File: src/rtl/fifo_ctrl_pkg.sv
// fifo_ctrl_pkg: shared defaults and the count-update decode for fifo_ctrl.
// ADDR_WIDTH_DEF / ALMOST_FULL_DEF are the parameter defaults used by the
// interface and the controller; cnt_op() turns the two grants into a count op.
package fifo_ctrl_pkg;

  localparam int ADDR_WIDTH_DEF  = 3;
  localparam int ALMOST_FULL_DEF = 6;

  typedef enum logic [1:0] {
    CNT_HOLD = 2'd0,
    CNT_INC  = 2'd1,
    CNT_DEC  = 2'd2
  } cnt_op_e;

  // Both grants or neither leave the occupancy unchanged.
  function automatic cnt_op_e cnt_op(input logic wr_en, input logic rd_en);
    if (wr_en && !rd_en) return CNT_INC;
    if (rd_en && !wr_en) return CNT_DEC;
    return CNT_HOLD;
  endfunction

endpackage

File: src/rtl/fifo_ctrl_if.sv
// fifo_ctrl_if: request/grant/status bundle between FIFO users and fifo_ctrl.
//   wr_req, rd_req         : requests from producer / consumer
//   wr_en, rd_en           : grants (RAM write/read enables)
//   wr_addr, rd_addr       : RAM addresses
//   count, full, empty,
//   almost_full            : registered occupancy status
//   overflow, underflow    : one-cycle error pulses
// master = user side, slave = fifo_ctrl side.
interface fifo_ctrl_if
  import fifo_ctrl_pkg::*;
#(
  parameter int ADDR_WIDTH = ADDR_WIDTH_DEF
);
  logic                  wr_req;
  logic                  rd_req;
  logic                  wr_en;
  logic                  rd_en;
  logic [ADDR_WIDTH-1:0] wr_addr;
  logic [ADDR_WIDTH-1:0] rd_addr;
  logic [ADDR_WIDTH:0]   count;
  logic                  full;
  logic                  empty;
  logic                  almost_full;
  logic                  overflow;
  logic                  underflow;

  modport master (
    output wr_req, rd_req,
    input  wr_en, rd_en, wr_addr, rd_addr, count,
           full, empty, almost_full, overflow, underflow
  );

  modport slave (
    input  wr_req, rd_req,
    output wr_en, rd_en, wr_addr, rd_addr, count,
           full, empty, almost_full, overflow, underflow
  );
endinterface

File: src/rtl/fifo_ctrl_counter.sv
// counter: binary up-counter used as a FIFO pointer.
//   clk   : clock
//   en    : advance by one on the rising edge (rolls over naturally)
//   reset : synchronous active-high clear
//   addr  : current count value
module counter
  import fifo_ctrl_pkg::*;
#(
  parameter int COUNTER_WIDTH = ADDR_WIDTH_DEF
) (
  input  logic                     clk,
  input  logic                     en,
  input  logic                     reset,
  output logic [COUNTER_WIDTH-1:0] addr
);

  always_ff @(posedge clk) begin
    if (reset) begin
      addr <= '0;
    end else if (en) begin
      addr <= addr + 1'b1;
    end
  end

endmodule

File: src/rtl/fifo_ctrl.sv
// fifo_ctrl: pointer and flag controller for a synchronous FIFO.
//   clk   : clock
//   reset : synchronous active-high reset, overrides all requests
//   bus   : fifo_ctrl_if slave modport (requests in; grants, pointers,
//           occupancy, flags and error pulses out)
// Grants come combinationally from registered flags; everything else is
// registered one cycle after the granting edge.
module fifo_ctrl
  import fifo_ctrl_pkg::*;
#(
  parameter int ADDR_WIDTH  = ADDR_WIDTH_DEF,
  parameter int ALMOST_FULL = ALMOST_FULL_DEF
) (
  input  logic        clk,
  input  logic        reset,
  fifo_ctrl_if.slave  bus
);

  localparam int DEPTH = 1 << ADDR_WIDTH;
  localparam logic [ADDR_WIDTH:0] DEPTH_C = (ADDR_WIDTH + 1)'(DEPTH);
  localparam logic [ADDR_WIDTH:0] AF_C    = (ADDR_WIDTH + 1)'(ALMOST_FULL);

  logic                wr_en;
  logic                rd_en;
  logic [ADDR_WIDTH:0] count_q;
  logic [ADDR_WIDTH:0] count_nxt;
  logic                full_q;
  logic                empty_q;
  logic                af_q;
  logic                ovf_q;
  logic                udf_q;

  // A write while full is refused even if a read is granted alongside it.
  assign wr_en = bus.wr_req & ~full_q  & ~reset;
  assign rd_en = bus.rd_req & ~empty_q & ~reset;

  counter #(.COUNTER_WIDTH(ADDR_WIDTH)) wr_ptr_inst (
    .clk   (clk),
    .en    (wr_en),
    .reset (reset),
    .addr  (bus.wr_addr)
  );

  counter #(.COUNTER_WIDTH(ADDR_WIDTH)) rd_ptr_inst (
    .clk   (clk),
    .en    (rd_en),
    .reset (reset),
    .addr  (bus.rd_addr)
  );

  always_comb begin
    count_nxt = count_q;
    case (cnt_op(wr_en, rd_en))
      CNT_INC: count_nxt = count_q + 1'b1;
      CNT_DEC: count_nxt = count_q - 1'b1;
      default: count_nxt = count_q;
    endcase
  end

  // Flags are derived from count_nxt so they line up with the new count.
  always_ff @(posedge clk) begin
    if (reset) begin
      count_q <= '0;
      full_q  <= 1'b0;
      empty_q <= 1'b1;
      af_q    <= 1'b0;
      ovf_q   <= 1'b0;
      udf_q   <= 1'b0;
    end else begin
      count_q <= count_nxt;
      full_q  <= (count_nxt == DEPTH_C);
      empty_q <= (count_nxt == '0);
      af_q    <= (count_nxt >= AF_C);
      ovf_q   <= bus.wr_req & full_q;
      udf_q   <= bus.rd_req & empty_q;
    end
  end

  assign bus.wr_en       = wr_en;
  assign bus.rd_en       = rd_en;
  assign bus.count       = count_q;
  assign bus.full        = full_q;
  assign bus.empty       = empty_q;
  assign bus.almost_full = af_q;
  assign bus.overflow    = ovf_q;
  assign bus.underflow   = udf_q;

endmodule

File: src/flat_wrapper.sv
// flat-port wrapper written by rule: the top's interface ports become plain ports
module fifo_ctrl_flat import fifo_ctrl_pkg::*;
#(
  parameter int ADDR_WIDTH  = ADDR_WIDTH_DEF,
  parameter int ALMOST_FULL = ALMOST_FULL_DEF
)
  (clk, reset, bus_wr_req, bus_rd_req, bus_wr_en, bus_rd_en, bus_wr_addr, bus_rd_addr, bus_count, bus_full, bus_empty, bus_almost_full, bus_overflow, bus_underflow);
  fifo_ctrl_if #(.ADDR_WIDTH(ADDR_WIDTH)) bus_i ();
  input  logic clk;
  input  logic reset;
  input wire logic [$bits(bus_i.wr_req)-1:0] bus_wr_req;
  input wire logic [$bits(bus_i.rd_req)-1:0] bus_rd_req;
  output wire logic [$bits(bus_i.wr_en)-1:0] bus_wr_en;
  output wire logic [$bits(bus_i.rd_en)-1:0] bus_rd_en;
  output wire logic [$bits(bus_i.wr_addr)-1:0] bus_wr_addr;
  output wire logic [$bits(bus_i.rd_addr)-1:0] bus_rd_addr;
  output wire logic [$bits(bus_i.count)-1:0] bus_count;
  output wire logic [$bits(bus_i.full)-1:0] bus_full;
  output wire logic [$bits(bus_i.empty)-1:0] bus_empty;
  output wire logic [$bits(bus_i.almost_full)-1:0] bus_almost_full;
  output wire logic [$bits(bus_i.overflow)-1:0] bus_overflow;
  output wire logic [$bits(bus_i.underflow)-1:0] bus_underflow;
  assign bus_i.wr_req = bus_wr_req;
  assign bus_i.rd_req = bus_rd_req;
  assign bus_wr_en = bus_i.wr_en;
  assign bus_rd_en = bus_i.rd_en;
  assign bus_wr_addr = bus_i.wr_addr;
  assign bus_rd_addr = bus_i.rd_addr;
  assign bus_count = bus_i.count;
  assign bus_full = bus_i.full;
  assign bus_empty = bus_i.empty;
  assign bus_almost_full = bus_i.almost_full;
  assign bus_overflow = bus_i.overflow;
  assign bus_underflow = bus_i.underflow;
  fifo_ctrl #(.ADDR_WIDTH(ADDR_WIDTH), .ALMOST_FULL(ALMOST_FULL)) u_core (.clk(clk), .reset(reset), .bus(bus_i));
endmodule
File: config.mk
export PLATFORM = sky130hd
export DESIGN_NAME = fifo_ctrl_flat
export DESIGN_NICKNAME = d
export VERILOG_FILES = /design/src/rtl/fifo_ctrl_pkg.sv /design/src/rtl/fifo_ctrl_if.sv /design/src/rtl/fifo_ctrl_counter.sv /design/src/rtl/fifo_ctrl.sv /design/src/flat_wrapper.sv
export SDC_FILE = /design/constraint.sdc
export NUM_CORES = 1
export LEC_CHECK = 0
export CAP_MARGIN = 15
export CORE_UTILIZATION = 47
export CTS_CLUSTER_SIZE = 14
export DETAILED_ROUTE_END_ITERATION = 12
export HOLD_SLACK_MARGIN = 0.02
export MAX_ROUTING_LAYER = met4
export PLACE_DENSITY = 0.8
export SLEW_MARGIN = 15
export SYNTH_ARGS = -nofsm -noshare
export SYNTH_HDL_FRONTEND = slang
export SYNTH_SLANG_ARGS = --single-unit
File: constraint.sdc
create_clock -name clk -period 5.2 [get_ports clk]
set_input_delay 0.52 -clock clk [delete_from_list [all_inputs] [get_ports clk]]
set_output_delay 0.52 -clock clk [all_outputs]
set_load 0.005 [all_outputs]
-- Word level (Yosys, flattened, before mapping)
Index checks and enable logic that the tools add are counted.
Widths: inputs -> output; s select.
- add/subtract/negate cells: 4
- magnitude comparators: 1
- equality and inequality tests: 3
- mux-type cells: 8
- bitwise logic cells: 9
- reductions and logical operators: 5
- operators with widths (operator ; count):
    $mux 2 ; 4
    $pmux 4 s2 ; 1
    $add 3x1->3 const B ; 2
    $and 1x1->1 ; 6
    $add 4x1->4 const B ; 1
    $eq 4x4->1 const B ; 1
    $ge 4x3->1 const B ; 1
    $logic_not 4->1 ; 1
    $sub 4x1->4 const B ; 1
    $mux 1 ; 3
    $not 1->1 ; 3
    $eq 2x1->1 const B ; 1
    $eq 2x2->1 const B ; 1
    $logic_and 1x1->1 ; 2
    $logic_not 1->1 ; 2
- flip-flop bits (word level): 15
- input bits: 4
- output and inout bits: 17
- logic and storage cells: 38

-- Depth between registers and ports, before layout
- word-level depth: 12
- depth in mapped cells: 10
- gate-level depth less buffers: 10

-- Hierarchy
A second synthesis with hierarchy kept.
- cell total of the unflattened synthesis: 65
- area total of the unflattened synthesis: 678.2 um^2
- modules (own cells, without submodules) (module ; times used ; cells each ; area each (um^2) ; seq. area each (um^2)):
    fifo_ctrl ; 1 ; 43 ; 435.4 ; 180.2
    counter ; 2 ; 11 ; 121.4 ; 60.1

-- Least setup slack after synthesis
No wires, ideal clock.
- path kind: in2reg
- start point: input port bus_wr_req
- end point: register u_core.full_q, in the netlist u_core.bus.full
- library setup time: 0.091 ns
- arrival: 2.491 ns
- required time: 5.109 ns
- setup slack: 2.617 ns
- stages on the path: 10
- buffers on the path: 0
- cells stage by stage: nor3b_1 -> inv_1 -> ha_1 -> xor2_1 -> ha_1 -> a21oi_1 -> xor2_1 -> nor2_1 -> xnor2_1 -> nor4bb_1
- longest elaborated chain between the ends: 11
- elaborated cells between the ends (all ways): 15
- those cells by class: eq/ne: 3; mux: 7; bitwise: 2; reduce/logical: 3
- ends and longest elaborated chain (item ; RTL line ; source):
    start: declaration ; flat_wrapper.sv:11 ; input wire logic [$bits(bus_i.wr_req)-1:0] bus_wr_req;
    $and 1x1->1 (*) (2 in series) ; fifo_ctrl.sv:34 ; assign wr_en = bus.wr_req & ~full_q & ~reset;
    $logic_not 1->1 ; fifo_ctrl_pkg.sv:18 ; if (rd_en && !wr_en) return CNT_DEC;
    $logic_and 1x1->1 ; fifo_ctrl_pkg.sv:18 ;
    $mux 1 (2 in series) ; fifo_ctrl_pkg.sv:18 ;
    $mux 2 ; fifo_ctrl_pkg.sv:19 ; return CNT_HOLD;
    $mux 2 (*) ; fifo_ctrl_pkg.sv:18 ;
    $eq 2x2->1 or $eq 2x1->1 (tied branches) ; fifo_ctrl.sv:53 ; case (cnt_op(wr_en, rd_en))
    $pmux 4 s2 (*) ; fifo_ctrl.sv:53 ;
    $eq 4x4->1 (*) ; fifo_ctrl.sv:71 ; full_q <= (count_nxt == DEPTH_C);
    end signal: assignment ; fifo_ctrl.sv:71 ;
    end: declaration ; fifo_ctrl.sv:27 ; logic full_q;
Mark *: on every way between the ends. The rest lies on a longest branch, timed or not. The select of a mux whose other input is x is not followed.
A chain may end at the register's enable or synchronous reset.

-- Final worst setup path
- start point: input port reset
- end point: register u_core.full_q, in the netlist u_core.bus.full
- longest elaborated chain between the ends: 11
- elaborated cells between the ends (all ways): 17
- those cells by class: eq/ne: 3; mux: 7; bitwise: 3; reduce/logical: 4
- ends and longest elaborated chain (item ; RTL line ; source):
    start: declaration ; flat_wrapper.sv:10 ; input logic reset;
    $not 1->1 ; fifo_ctrl.sv:34, fifo_ctrl.sv:35 ;
    $and 1x1->1 ; fifo_ctrl.sv:34 ;
    $logic_not 1->1 ; fifo_ctrl_pkg.sv:18 ;
    $logic_and 1x1->1 ; fifo_ctrl_pkg.sv:18 ;
    $mux 1 (2 in series) ; fifo_ctrl_pkg.sv:18 ;
    $mux 2 ; fifo_ctrl_pkg.sv:19 ;
    $mux 2 ; fifo_ctrl_pkg.sv:18 ;
    $eq 2x2->1 or $eq 2x1->1 (tied branches) ; fifo_ctrl.sv:53 ;
    $pmux 4 s2 ; fifo_ctrl.sv:53 ;
    $eq 4x4->1 ; fifo_ctrl.sv:71 ;
Parallel ways exist; a longest one is shown, timed or not. The select of a mux whose other input is x is not followed.

==> impl_metrics.xml <==
<?xml version="1.0" encoding="UTF-8"?>
<metrics>
  <group name="synthesis">
    <metric name="share_of_the_synthesized_area_in_compound_gates_ao_oa_aoi_oai" unit="%">9.38</metric>
    <metric name="synth-warning-count" unit="">0</metric>
    <metric name="synth-seq-cells" unit="">15</metric>
    <metric name="syn-instance-count" unit="">69</metric>
    <metric name="postSynthNetCount" unit="">78</metric>
    <metric name="synth.yosys.seq_area_share" unit="%">44.1</metric>
    <metric name="area_fraction_of_the_dominant_cell_type_after_synthesis" unit="%">44.1</metric>
    <metric name="post_synth_fa_ha_maj_area_fraction" unit="%">9.19</metric>
    <metric name="post_synth_main_area_contributors" unit="">sky130_fd_sc_hd__dfxtp_1 44%, sky130_fd_sc_hd__ha_1 9.2%, sky130_fd_sc_hd__xnor2_1 5.1%, sky130_fd_sc_hd__xor2_1 5.1%, sky130_fd_sc_hd__nor2_1 3.9%</metric>
    <metric name="synthMostInstantiatedCell" unit="">sky130_fd_sc_hd__dfxtp_1</metric>
    <metric name="synth_cell_type_count" unit="">23</metric>
    <metric name="synth_top_area_cell" unit="">sky130_fd_sc_hd__dfxtp_1</metric>
    <metric name="muxShareOfSynthArea" unit="%">1.47</metric>
    <metric name="yosys.area_share.simple" unit="%">23.9</metric>
    <metric name="largest_family_of_logic_cells_by_synthesized_area" unit="">simple AND/OR/NAND/NOR gates</metric>
    <metric name="synth.cell_area" unit="sq um">681</metric>
    <metric name="synth_top_flop_cell" unit="">sky130_fd_sc_hd__dfxtp_1</metric>
    <metric name="synth_commonest_cells" unit="">15 x sky130_fd_sc_hd__dfxtp_1, 7 x sky130_fd_sc_hd__nor2_1, 5 x sky130_fd_sc_hd__ha_1</metric>
    <metric name="synth_xor_area_share" unit="%">10.3</metric>
    <metric name="synth-edff-count" unit="">0</metric>
    <metric name="asyncSetResetFlopFracSynth" unit="%">0</metric>
    <metric name="mean_instance_size_in_the_synthesized_netlist" unit="sq um">9.86</metric>
  </group>
  <group name="min_path">
    <metric name="hold_start" unit="">u_core.wr_ptr_inst.addr[1]$_SDFFE_PP0P_</metric>
    <metric name="hp-class" unit="">flip-flop to flip-flop</metric>
  </group>
  <group name="routing">
    <metric name="wire_per_inst" unit="um">11.5</metric>
    <metric name="antenna_violating_nets_post_route" unit="">0</metric>
    <metric name="via_count" unit="">532</metric>
    <metric name="detail_route.vias_per_cell" unit="">4.97</metric>
    <metric name="drt_wl_total" unit="um">1230</metric>
    <metric name="dr.first_iter.drc_count" unit="">5</metric>
    <metric name="remaining_drc_errors" unit="">0</metric>
    <metric name="drtPass1Iterations" unit="">4</metric>
  </group>
  <group name="floorplanning">
    <metric name="floorplan.initialDensity" unit="%">51.7</metric>
    <metric name="placement_rows" unit="">13</metric>
    <metric name="dieArea" unit="sq um">1600</metric>
    <metric name="die_x" unit="um">40.1</metric>
    <metric name="top_ports" unit="">21</metric>
    <metric name="fp.coreArea" unit="sq um">1320</metric>
    <metric name="die_y" unit="um">40.1</metric>
  </group>
  <group name="clock_tree">
    <metric name="buffers_inserted_during_post_cts_setup_optimization" unit="">0</metric>
    <metric name="path_clk_slew" unit="ns">0.09</metric>
    <metric name="cts-htree-levels" unit="">1</metric>
    <metric name="cts.hold.buffers_added" unit="">0</metric>
    <metric name="cts_max_path_buffers" unit="">2</metric>
    <metric name="root_buffer_cell" unit="">sky130_fd_sc_hd__clkbuf_4</metric>
    <metric name="post_cts_resized" unit="">0</metric>
    <metric name="worstSkewPairLatency" unit="ns">0.27</metric>
    <metric name="clock_tree_from_tritoncts" unit="">done</metric>
    <metric name="cts.sinks" unit="">15</metric>
    <metric name="cts_made_buffers" unit="">3</metric>
  </group>
  <group name="grt">
    <metric name="grt_max_degree" unit="">18</metric>
    <metric name="first_global_vias" unit="">465</metric>
    <metric name="grt_pass1_wl" unit="um">1920</metric>
    <metric name="antenna_found_initial" unit="">0</metric>
    <metric name="globalRouteOverflowTotal" unit="">0</metric>
    <metric name="gr-usage-all-layers" unit="%">18.8</metric>
  </group>
  <group name="place">
    <metric name="preCtsSetupSlack" unit="ns">1.60</metric>
    <metric name="place_congestion" unit="">0.773</metric>
    <metric name="port-buffer-count" unit="">20</metric>
    <metric name="dp.final_hpwl" unit="um">954</metric>
  </group>
  <group name="power">
    <metric name="total_power" unit="uW">245</metric>
    <metric name="power.density" unit="nW/um^2">266</metric>
    <metric name="peakVddDrop" unit="mV">0.207</metric>
    <metric name="total_leakage_power" unit="nW">0.381</metric>
  </group>
  <group name="cells_and_area">
    <metric name="filler_cell_count" unit="">106</metric>
    <metric name="diodes" unit="">0</metric>
    <metric name="design.final.nets" unit="">102</metric>
    <metric name="layout_cells_sized_above_1" unit="%">4.35</metric>
    <metric name="area_growth" unit="%">35.5</metric>
    <metric name="finish.utilization" unit="%">70.0</metric>
  </group>
  <group name="timing">
    <metric name="max_clock_skew" unit="ns">0.00553</metric>
    <metric name="slew_violations" unit="">0</metric>
    <metric name="worst_slew_pin_slew" unit="ns">0.670</metric>
    <metric name="fin_crit" unit="ns">3.33</metric>
    <metric name="setup-tns-final" unit="ns">0</metric>
    <metric name="max_freq" unit="MHz">300</metric>
    <metric name="setup_viol_count_final" unit="">0</metric>
    <metric name="post-route-worst-setup-slack" unit="ns">1.87</metric>
    <metric name="grt_setup_unrepaired" unit="">no</metric>
    <metric name="min_period_over_period" unit="%">64.1</metric>
    <metric name="maxSlewHeadroom" unit="%">55.2</metric>
    <metric name="finalHoldViolCount" unit="">0</metric>
  </group>
  <group name="critical_path">
    <metric name="regToRegEndpoint" unit="">u_core.bus.full$_SDFF_PP0_</metric>
    <metric name="cp_max_fo" unit="">17</metric>
    <metric name="critical_path.startpoint_type" unit="">input pin</metric>
    <metric name="critPathRequiredTime" unit="ns">5.38</metric>
    <metric name="reg2reg_slack" unit="ns">2.54</metric>
    <metric name="critical_path_class" unit="">input pin to flip-flop</metric>
    <metric name="regToRegStartpoint" unit="">u_core.bus.empty$_SDFF_PP1_</metric>
    <metric name="cp-end-kind" unit="">flip-flop</metric>
    <metric name="worstRegToRegCells" unit="">9</metric>
    <metric name="data_arrival_time_of_the_critical_path" unit="ns">3.51</metric>
    <metric name="startpoint" unit="">reset</metric>
    <metric name="crit_path_end" unit="">u_core.bus.full$_SDFF_PP0_</metric>
  </group>
  <group name="run">
    <metric name="max_cap_viol_count" unit="">0</metric>
  </group>
  <group name="status">
    <metric name="outcome" unit="">finished clean</metric>
  </group>
</metrics>
-- flip-flops by register name, indices dropped and copies added (netlist names) --
signal and cells:
u_core.rd_ptr_inst.addr 3, u_core.bus.count 4, u_core.wr_ptr_inst.addr 3, u_core.bus.empty 1, u_core.bus.overflow 1, u_core.bus.underflow 1, u_core.bus.almost_full 1, u_core.bus.full 1
-- cell families (layout without fill, tap and decap cells) --
group / Yosys count / after routing
fa+ha+maj: 5 / 5
simple gates: 28 / 28
flops: 15 / 15
mux: 1 / 1
xor+xnor: 8 / 8
buf+inv: 3 / 26
compound gates: 9 / 9
-- worst min-delay path by stage --
| stage | endpoint | slack, ns | cells after the start |
|---|---|---|---|
| floorplan | u_core.rd_ptr_inst.addr[1]$_SDFFE_PP0N_ | 0.48 | 2 |
| finish | u_core.wr_ptr_inst.addr[1]$_SDFFE_PP0P_ | 0.50 | 2 |
| detailed placement | u_core.wr_ptr_inst.addr[1]$_SDFFE_PP0P_ | 0.49 | 2 |
| global route | u_core.rd_ptr_inst.addr[1]$_SDFFE_PP0N_ | 0.54 | 2 |
| CTS | u_core.wr_ptr_inst.addr[1]$_SDFFE_PP0P_ | 0.51 | 2 |
| global placement | u_core.rd_ptr_inst.addr[1]$_SDFFE_PP0N_ | 0.48 | 2 |
-- final cells by class --
type | count | area (sq um) | area share (%)
clock buffer | 4 | 26.3 | 2.85
inverter | 2 | 7.51 | 0.814
timing repair buffer | 20 | 200 | 21.7
multi-input combinational | 51 | 369 | 40.0
sequential | 15 | 300 | 32.6
tap | 15 | 18.8 | 2.04
-- worst max-delay path, cell delays in order --
cell,delay [ns]
sky130_fd_sc_hd__clkdlybuf4s50_1,0.66
sky130_fd_sc_hd__nor3b_1,0.67
sky130_fd_sc_hd__ha_1,0.38
sky130_fd_sc_hd__xor2_1,0.10
sky130_fd_sc_hd__ha_1,0.19
sky130_fd_sc_hd__a21oi_1,0.14
sky130_fd_sc_hd__xor2_1,0.16
sky130_fd_sc_hd__nor2_1,0.07
sky130_fd_sc_hd__xnor2_1,0.31
sky130_fd_sc_hd__nor4bb_1,0.30
-- layer usage --
metal	vias to the layer above	routed length, um	GRT usage [%]
li1	279	-	-
met1	240	585	23.3
met2	11	588	29.8
met3	2	46	5.00
met4	0	5	5.17
met5	-	0	-
-- where the power goes --
group,switching (mW),internal (mW)
clock network,0.0348,0.0297
registers,0.00762,0.123
logic,0.0195,0.0307
-- cell usage in the layout, fill, tap and decap left out, drive strengths merged --
| cell | count |
|---|---|
| a21oi | 2 |
| a31o | 1 |
| a31oi | 1 |
| and2b | 1 |
| and3b | 3 |
| clkbuf | 4 |
| clkdlybuf4s50 | 20 |
| dfxtp | 15 |
| ha | 5 |
| inv | 2 |
| mux2i | 1 |
| nand2 | 4 |
| nand2b | 4 |
| nor2 | 7 |
| nor2b | 4 |
| nor3b | 2 |
| nor4bb | 1 |
| o21ai | 2 |
| o22ai | 2 |
| o32ai | 1 |
| or2 | 1 |
| or3 | 1 |
| xnor2 | 4 |
| xor2 | 4 |
-- metrics by stage --
step                      hold WS (ns)  instance area [sq um]  std cells
after global routing             0.540                    922        107
final                            0.504                    922        107
after CTS                        0.505                    922        107
after global placement           0.479                    896        103
after floorplan                  0.481                    681         69
after detailed placement         0.495                    896        103
(Power assumes the default switching activity.)
